==> src/rtl/phase_monitor_if.sv <==
// Wishbone slave bundle for phase_monitor; names carry the slave-side direction prefix.
interface phase_monitor_if;
  logic        i_wb_cyc;
  logic        i_wb_stb;
  logic        i_wb_we;
  logic [31:0] i_wb_addr;
  logic [31:0] i_wb_data;
  logic        o_wb_ack;
  logic [31:0] o_wb_data;

  modport slave  (input  i_wb_cyc, i_wb_stb, i_wb_we, i_wb_addr, i_wb_data,
                  output o_wb_ack, o_wb_data);
  modport master (output i_wb_cyc, i_wb_stb, i_wb_we, i_wb_addr, i_wb_data,
                  input  o_wb_ack, o_wb_data);
endinterface

==> src/rtl/phase_monitor.sv <==
// Receive-side monitor for the four-phase sensor clock: decodes frames, measures
// shift/hold/pulse widths, flags protocol errors, exposes results over Wishbone.
module phase_monitor #(
  parameter int unsigned EXPECTED_SHIFTS = 2052,
  parameter logic [31:0] BASE_ADDRESS    = 32'h3000_0020,
  parameter int unsigned SYNC_STAGES     = 2
) (
  input  logic               i_wb_clk,
  input  logic               i_wb_rst_n,
  phase_monitor_if.slave     wb,
  input  logic               i_phi_p,
  input  logic               i_phi_l1,
  input  logic               i_phi_l2,
  input  logic               i_phi_r,
  output logic               o_irq
);

  typedef enum logic [2:0] {S_IDLE, S_WAIT_P, S_SHIFT, S_HOLD, S_PULSE} state_t;

  localparam logic [15:0] EXP_SHIFTS = EXPECTED_SHIFTS[15:0];

  // ---------------- input conditioning ----------------
  logic [SYNC_STAGES-1:0][3:0] r_sync;
  logic [3:0]                  r_v_d;
  logic [3:0]                  w_v;
  logic                        w_p_fall, w_p_rise, w_l1_rise, w_v_legal;

  always_ff @(posedge i_wb_clk or negedge i_wb_rst_n) begin
    if (!i_wb_rst_n) begin
      r_sync <= '0;
      r_v_d  <= '0;
    end else begin
      r_sync[0] <= {i_phi_p, i_phi_r, i_phi_l2, i_phi_l1};
      for (int i = 1; i < SYNC_STAGES; i++) r_sync[i] <= r_sync[i-1];
      r_v_d <= w_v;
    end
  end

  assign w_v       = r_sync[SYNC_STAGES-1];
  assign w_p_fall  =  r_v_d[3] & ~w_v[3];
  assign w_p_rise  = ~r_v_d[3] &  w_v[3];
  assign w_l1_rise = ~r_v_d[0] &  w_v[0];

  always_comb begin
    w_v_legal = 1'b0;
    case (w_v)
      4'b1110, 4'b0001, 4'b0110, 4'b0010, 4'b0000: w_v_legal = 1'b1;
      default:                                     w_v_legal = 1'b0;
    endcase
  end

  // ---------------- registers ----------------
  logic        r_en;
  logic [3:0]  r_mask;
  logic        r_locked, r_shift_err, r_ill_err, r_ovf;
  logic [15:0] r_last_shift;
  logic [31:0] r_last_hold, r_last_pulse, r_frame_cnt;
  logic [15:0] r_shift_cnt;
  logic [31:0] r_hold_cnt, r_pulse_cnt;
  state_t      r_state, w_state_nxt;

  // ---------------- FSM ----------------
  logic w_shift_start, w_enter_pulse, w_frame_done, w_l1_illegal;

  always_ff @(posedge i_wb_clk or negedge i_wb_rst_n) begin
    if (!i_wb_rst_n) r_state <= S_IDLE;
    else             r_state <= w_state_nxt;
  end

  always_comb begin
    w_state_nxt   = r_state;
    w_shift_start = 1'b0;
    w_enter_pulse = 1'b0;
    w_frame_done  = 1'b0;
    w_l1_illegal  = 1'b0;
    if (!r_en) begin
      w_state_nxt = S_IDLE;
    end else begin
      case (r_state)
        S_IDLE:   w_state_nxt = S_WAIT_P;
        S_WAIT_P: if (w_p_fall) begin
                    w_state_nxt   = S_SHIFT;
                    w_shift_start = 1'b1;
                  end
        S_SHIFT:  if (w_v == 4'b0000) w_state_nxt = S_HOLD;
        S_HOLD:   if (w_l1_rise) begin
                    w_state_nxt  = S_WAIT_P;
                    w_l1_illegal = 1'b1;
                  end else if (w_p_rise) begin
                    w_state_nxt   = S_PULSE;
                    w_enter_pulse = 1'b1;
                  end
        // p falling and l1 rising coincide at the start of every shift phase,
        // so the falling edge takes priority over the illegal-l1 check here.
        S_PULSE:  if (w_p_fall) begin
                    w_state_nxt   = S_SHIFT;
                    w_shift_start = 1'b1;
                    w_frame_done  = 1'b1;
                  end else if (w_l1_rise) begin
                    w_state_nxt  = S_WAIT_P;
                    w_l1_illegal = 1'b1;
                  end
        default:  w_state_nxt = S_IDLE;
      endcase
    end
  end

  // ---------------- working counters ----------------
  logic w_shift_inc, w_set_ovf;
  assign w_shift_inc = (r_state == S_SHIFT) && w_l1_rise;
  assign w_set_ovf   = r_en && w_shift_inc && (r_shift_cnt == 16'hFFFF);

  always_ff @(posedge i_wb_clk or negedge i_wb_rst_n) begin
    if (!i_wb_rst_n) begin
      r_shift_cnt <= '0;
      r_hold_cnt  <= '0;
      r_pulse_cnt <= '0;
    end else if (!r_en) begin
      r_shift_cnt <= '0;
      r_hold_cnt  <= '0;
      r_pulse_cnt <= '0;
    end else begin
      // The edge that ends p also carries the first l1 rise of the frame.
      if (w_shift_start)
        r_shift_cnt <= {15'd0, w_l1_rise};
      else if (w_shift_inc && r_shift_cnt != 16'hFFFF)
        r_shift_cnt <= r_shift_cnt + 16'd1;

      if (w_shift_start)
        r_hold_cnt <= '0;
      else if (r_state == S_HOLD && r_hold_cnt != 32'hFFFF_FFFF)
        r_hold_cnt <= r_hold_cnt + 32'd1;

      if (w_enter_pulse)
        r_pulse_cnt <= 32'd1;
      else if (r_state == S_PULSE && r_pulse_cnt != 32'hFFFF_FFFF)
        r_pulse_cnt <= r_pulse_cnt + 32'd1;
    end
  end

  // ---------------- Wishbone decode ----------------
  logic [31:0] w_off, w_rdata;
  logic [2:0]  w_idx;
  logic        w_hit, w_acc, w_wr;
  logic [2:0]  w_w1c;
  logic        r_ack;
  logic [31:0] r_rdata;

  assign w_off = wb.i_wb_addr - BASE_ADDRESS;
  assign w_idx = w_off[4:2];
  assign w_hit = wb.i_wb_cyc & wb.i_wb_stb & (w_off < 32'd24);
  assign w_acc = w_hit & ~r_ack;
  assign w_wr  = w_acc & wb.i_wb_we;
  assign w_w1c = (w_wr && w_idx == 3'd1) ? wb.i_wb_data[3:1] : 3'd0;

  logic w_set_shift, w_set_ill, w_frame_clr;
  assign w_set_shift = w_enter_pulse && (r_shift_cnt != EXP_SHIFTS);
  assign w_set_ill   = ((r_state != S_IDLE) && !w_v_legal) || w_l1_illegal;
  assign w_frame_clr = w_wr && (w_idx == 3'd5);

  always_ff @(posedge i_wb_clk or negedge i_wb_rst_n) begin
    if (!i_wb_rst_n) begin
      r_en         <= 1'b0;
      r_mask       <= '0;
      r_locked     <= 1'b0;
      r_shift_err  <= 1'b0;
      r_ill_err    <= 1'b0;
      r_ovf        <= 1'b0;
      r_last_shift <= '0;
      r_last_hold  <= '0;
      r_last_pulse <= '0;
      r_frame_cnt  <= '0;
    end else begin
      if (w_wr && w_idx == 3'd0) begin
        r_en   <= wb.i_wb_data[0];
        r_mask <= wb.i_wb_data[7:4];
      end
      // Hardware set wins over a same-cycle write-one-to-clear.
      r_shift_err <= (r_shift_err & ~w_w1c[0]) | w_set_shift;
      r_ill_err   <= (r_ill_err   & ~w_w1c[1]) | w_set_ill;
      r_ovf       <= (r_ovf       & ~w_w1c[2]) | w_set_ovf;

      if (!r_en)             r_locked <= 1'b0;
      else if (w_frame_done) r_locked <= 1'b1;

      if (w_enter_pulse) begin
        r_last_shift <= r_shift_cnt;
        r_last_hold  <= r_hold_cnt;
      end
      if (w_frame_done) r_last_pulse <= r_pulse_cnt;
      r_frame_cnt <= (w_frame_clr ? 32'd0 : r_frame_cnt) + {31'd0, w_frame_done};
    end
  end

  always_comb begin
    w_rdata = '0;
    case (w_idx)
      3'd0:    w_rdata = {24'd0, r_mask, 3'd0, r_en};
      3'd1:    w_rdata = {28'd0, r_ovf, r_ill_err, r_shift_err, r_locked};
      3'd2:    w_rdata = {16'd0, r_last_shift};
      3'd3:    w_rdata = r_last_hold;
      3'd4:    w_rdata = r_last_pulse;
      3'd5:    w_rdata = r_frame_cnt;
      default: w_rdata = '0;
    endcase
  end

  always_ff @(posedge i_wb_clk or negedge i_wb_rst_n) begin
    if (!i_wb_rst_n) begin
      r_ack   <= 1'b0;
      r_rdata <= '0;
    end else begin
      r_ack <= w_acc;
      if (w_acc && !wb.i_wb_we) r_rdata <= w_rdata;
    end
  end

  assign wb.o_wb_ack  = r_ack;
  assign wb.o_wb_data = r_rdata;
  assign o_irq        = |({r_ovf, r_ill_err, r_shift_err} & r_mask[3:1]);

  logic w_unused_ok;
  assign w_unused_ok = &{1'b0, wb.i_wb_data[31:8], r_mask[0]};

endmodule

==> src/flat_wrapper.sv <==
// flat-port wrapper written by rule: the top's interface ports become plain ports
module phase_monitor_flat 
#(
  parameter int unsigned EXPECTED_SHIFTS = 2052,
  parameter logic [31:0] BASE_ADDRESS    = 32'h3000_0020,
  parameter int unsigned SYNC_STAGES     = 2
)
  (i_wb_clk, i_wb_rst_n, i_phi_p, i_phi_l1, i_phi_l2, i_phi_r, o_irq, wb_i_wb_cyc, wb_i_wb_stb, wb_i_wb_we, wb_i_wb_addr, wb_i_wb_data, wb_o_wb_ack, wb_o_wb_data);
  phase_monitor_if wb_i ();
  input  logic i_wb_clk;
  input  logic i_wb_rst_n;
  input  logic i_phi_p;
  input  logic i_phi_l1;
  input  logic i_phi_l2;
  input  logic i_phi_r;
  output logic o_irq;
  input wire logic [$bits(wb_i.i_wb_cyc)-1:0] wb_i_wb_cyc;
  input wire logic [$bits(wb_i.i_wb_stb)-1:0] wb_i_wb_stb;
  input wire logic [$bits(wb_i.i_wb_we)-1:0] wb_i_wb_we;
  input wire logic [$bits(wb_i.i_wb_addr)-1:0] wb_i_wb_addr;
  input wire logic [$bits(wb_i.i_wb_data)-1:0] wb_i_wb_data;
  output wire logic [$bits(wb_i.o_wb_ack)-1:0] wb_o_wb_ack;
  output wire logic [$bits(wb_i.o_wb_data)-1:0] wb_o_wb_data;
  assign wb_i.i_wb_cyc = wb_i_wb_cyc;
  assign wb_i.i_wb_stb = wb_i_wb_stb;
  assign wb_i.i_wb_we = wb_i_wb_we;
  assign wb_i.i_wb_addr = wb_i_wb_addr;
  assign wb_i.i_wb_data = wb_i_wb_data;
  assign wb_o_wb_ack = wb_i.o_wb_ack;
  assign wb_o_wb_data = wb_i.o_wb_data;
  phase_monitor #(.EXPECTED_SHIFTS(EXPECTED_SHIFTS), .BASE_ADDRESS(BASE_ADDRESS), .SYNC_STAGES(SYNC_STAGES)) u_core (.i_wb_clk(i_wb_clk), .i_wb_rst_n(i_wb_rst_n), .wb(wb_i), .i_phi_p(i_phi_p), .i_phi_l1(i_phi_l1), .i_phi_l2(i_phi_l2), .i_phi_r(i_phi_r), .o_irq(o_irq));
endmodule
==> config.mk <==
export PLATFORM = sky130hd
export DESIGN_NAME = phase_monitor_flat
export DESIGN_NICKNAME = d
export VERILOG_FILES = /design/src/rtl/phase_monitor_if.sv /design/src/rtl/phase_monitor.sv /design/src/flat_wrapper.sv
export SDC_FILE = /design/constraint.sdc
export NUM_CORES = 1
export LEC_CHECK = 0
export CORE_ASPECT_RATIO = 0.7
export CORE_MARGIN = 8
export CORE_UTILIZATION = 45
export DETAILED_ROUTE_END_ITERATION = 6
export GPL_ROUTABILITY_DRIVEN = 0
export SYNTH_ARGS = -nofsm -noshare
export SYNTH_HDL_FRONTEND = slang
export SYNTH_SLANG_ARGS = --single-unit
==> constraint.sdc <==
create_clock -name i_wb_clk -period 8.1 [get_ports i_wb_clk]
set_clock_uncertainty 0.15 [all_clocks]
set_input_delay 2.43 -clock i_wb_clk [delete_from_list [all_inputs] [get_ports i_wb_clk]]
set_output_delay 2.43 -clock i_wb_clk [all_outputs]
set_load 0.05 [all_outputs]
==> impl_results.md <==
* Hold Fails Final Rpt at 0
* XOR/XNOR Fraction of Synth Area at under 10%
* Placed cell count at ~1600
* Worst path max stage delay at roughly 760 ps
* Post-CTS Setup Bufs at 0
* Hold path cells at 0
* CTS tree: done
* Compound-Gate Fraction of Synth Area at 7.73%
* Tightest Pin Transition at approximately 910 ps
* Clk root buf: clkbuf_16
* CTS resizes at 0
* Design area at 0.0145 mm2
* Post-layout util at 52.5%
* Synth Net Count at 1284
* Maximum VDD drop at 147 uV
* Req. time, crit path at 8410 ps
* CP endpoint kind: flop
* Global route total overflow at 0
* Synth Register Bits at 247
* First-pass GRT wire length at 52400 um
* Syn Inst Count at 1204
* Adder-cell area share of the yosys netlist at less than 1%
* Final worst path period need at about 7000 ps
* Multi-input logic area at 0.00606 mm2
* Pwr/cell area at 170 mW/mm2
* CP max FO at 10
* Startpoint Class: primary input
* Largest net degree at the start of global routing at 80
* Area Overhead vs Synth at 15.7%
* Core ar. at ~0.028 mm2
* Setup Crit Path Kind: primary input to flop
* 1st-pass router iterations at 6
* Fin cells at 1662
* Ant diodes at 0
* Post-Place Cell Area at 0.0137 mm2
* Max Clk Rate at between 100 and 150 MHz
* Worst hold path class: flop to flop
* R2R Setup Slk at 4130 ps
* Post-synthesis sequential area ratio at 49.3%
* Clk_lat worst skew at 530 ps
* Final setup TNS at 0 ps
* Vias post-DR at around 9600
* Endpoint, Worst Hold: u_core.w_v[0]
* Top post-synthesis cells by area: dfrtp_1 49%, mux2_2 9.8%, mux2i_1 3.6%
* Fin crit share at 86.0%
* Clock sink count at 247
* Cell variety after synth at 65
* Mapped Area at 0.0125 mm2
* Layout cells sized above 1 at 13.8%
* Outcome: completed
* EDFF count, synth at 0
* Commonest non-fill, non-tap cells in the layout: 247 x dfrtp_1, 115 x nor2_1, 109 x mux2_2, 106 x nand2_1, 78 x clkdlybuf4s50_1
* Arrival @ worst endpoint at around 7300 ps
* Max-cap check violation count at 0
* Antenna violation net count after detailed routing at 0
* Largest family of logic cells by synthesized area: simple AND/OR/NAND/NOR gates
* Cells along the critical path: clkdlybuf4s50_1, inv_1, ha_1, nor2b_1, a211oi_1, a2111oi_1, a21boi_0, nand4_1, and2_1, ha_1, ha_1, nand2_1, or3_1, buf_4, or4_1, nand2_1
* Mux cell area share after synthesis at approximately 14%
* Slew HR at 39.0%
* TritonCTS buffer count at 25
* FF-to-FF Start: u_core.wb.o_wb_ack
* Ys Warns at 0
* Sequential standard cell area at 0.00618 mm2
* Via-to-Cell Ratio at 5.77
* Fill cells at ~2500
* RSZ-0062 raised after global routing: false
* Initial antenna violation count at 0
* Buffers on Ports at 80
* Die X at 216 um
* Worst R2R End: u_core.r_frame_cnt[20]
* WL final at approximately 33000 um
* Vias in the first global route at 9151
* Nets@finish at 1356
* Die footprint at 0.0336 mm2
* Overall power at 2.46 mW
* Leak pwr at 6.08 nW
* Drt wl/cell at 19.9 um
* Commonest non-fill, non-tap cell in the layout: dfrtp_1
* Total GRT Usage at between 10% and 20%
* Hold_sp: u_core.r_sync[0]
* Syn_area_per_cell at 10.4 um2
* Worst path slowest cell: a2111oi_1
* Post-synthesis simple-gate area fraction at 19.7%
* Synth area leader: dfrtp_1
* Initial core utilization at 45.4%
* Crit-path most repeated cell: ha_1
* Slew Viols, Final at 0
* # hold bufs at CTS at 0
* I/O pins at 107
* Htree depth at 1
* Setup violations, final at 0
* Clk buf depth at 3
* DR DRC count at 0
* Top cell type's share of synthesized area at 49.3%
* Clock-pin slew on the worst setup and hold paths at 60 ps
* First DRT Iteration DRCs at 656
* FF-to-FF path depth at 12
* Most used DFF post-synth: dfrtp_1
* Rows at 51
* FFs w/ async S/R, synth at 100%
* DP HPWL at ~24000 um
* Die height at 156 um
-- cells by family (layout without fill, tap and decap cells) --
| kind of cell | after synthesis | in the layout |
|---|---|---|
| muxes | 163 | 163 |
| xor gates and xnor gates | 85 | 85 |
| and+or+nand+nor | 473 | 473 |
| DFF | 247 | 247 |
| buffers and inverters | 79 | 166 |
| adders and majority gates | 7 | 7 |
| AOI/OAI and AO/OA | 150 | 150 |
-- worst max-delay path, delay by kind of cell --
family	cells	cell delay [ps]
and+or+nand+nor	7	1980
AOI/OAI and AO/OA	3	1260
buffers and inverters	3	920
adders and majority gates	3	690
-- sequential cells by signal, summed over array words and instances, names as in the netlist --
| signal | cells |
|---|---|
| u_core.r_en | 1 |
| u_core.r_frame_cnt | 32 |
| u_core.r_hold_cnt | 32 |
| u_core.r_ill_err | 1 |
| u_core.r_last_hold | 32 |
| u_core.r_last_pulse | 32 |
| u_core.r_last_shift | 16 |
| u_core.r_locked | 1 |
| u_core.r_mask | 4 |
| u_core.r_ovf | 1 |
| u_core.r_pulse_cnt | 32 |
| u_core.r_shift_cnt | 16 |
| u_core.r_shift_err | 1 |
| u_core.r_state | 3 |
| u_core.r_sync | 4 |
| u_core.r_v_d | 2 |
| u_core.w_v | 4 |
| u_core.wb.o_wb_ack | 1 |
| u_core.wb.o_wb_data | 32 |
-- stage by stage --
| stage | hold slack, ps | setup slack, ps |
|---|---|---|
| floorplan | 181 | 1720 |
| global placement | 185 | 802 |
| detailed placement | 190 | 740 |
| CTS | 204 | 1280 |
| global route | 208 | 891 |
| finish | 203 | 1130 |
-- layout make-up --
class                           instances  area share, %
Sequential cell                       247           42.6
Multi-Input combinational cell        878           41.7
Timing Repair Buffer                   99           6.50
Clock buffer                           40           5.11
Tap cell                              371           3.20
Inverter                               25          0.646
Clock inverter                          2          0.241
-- cell usage after synthesis, drive strengths merged (3+ instances only) --
library cell / count
nor4: 16
buf: 10
nand4b: 4
a21oi: 28
nor3: 36
and3: 22
nand2b: 8
ha: 7
mux2: 118
o22ai: 14
nand4: 32
o211ai: 10
o221ai: 5
xor2: 40
a22oi: 8
dfrtp: 247
nand2: 106
o21ai: 52
clkbuf: 44
nor3b: 4
nor2: 116
xnor2: 45
mux2i: 45
or2: 3
nand3: 47
or3: 23
inv: 25
or4: 17
and4: 15
nor4b: 8
a211oi: 4
nor2b: 7
a31oi: 3
o31ai: 3
-- worst max-delay path by stage --
| stage | startpoint | to | slack [ps] | depth (start not counted) |
|---|---|---|---|---|
| 2_1_floorplan | wb_i_wb_addr[16] | u_core.r_frame_cnt[20] | 1720 | 15 |
| 3_3_place_gp | wb_i_wb_addr[6] | u_core.r_frame_cnt[30] | 800 | 15 |
| 3_5_place_dp | wb_i_wb_addr[13] | u_core.r_frame_cnt[20] | 740 | 14 |
| 4_1_cts | wb_i_wb_addr[6] | u_core.r_frame_cnt[22] | 1280 | 16 |
| 5_1_grt | wb_i_wb_addr[6] | u_core.r_frame_cnt[22] | 890 | 16 |
| 6_report | wb_i_wb_addr[6] | u_core.r_frame_cnt[22] | 1130 | 16 |
-- power breakdown --
part / internal [mW] / switching (mW) / total (mW)
registers: 1.24 / 0.00128 / 1.24
clock network: 0.653 / 0.462 / 1.12
logic: 0.0397 / 0.0713 / 0.111
-- routing by layer --
layer	vias up	wire length [um]	track usage, %
li1	4507	-	-
met4	0	469	3.17
met2	228	13500	26.8
met3	39	2000	3.56
met5	-	0	0
met1	4821	17100	30.8
Power figures use the tool's default switching activity.
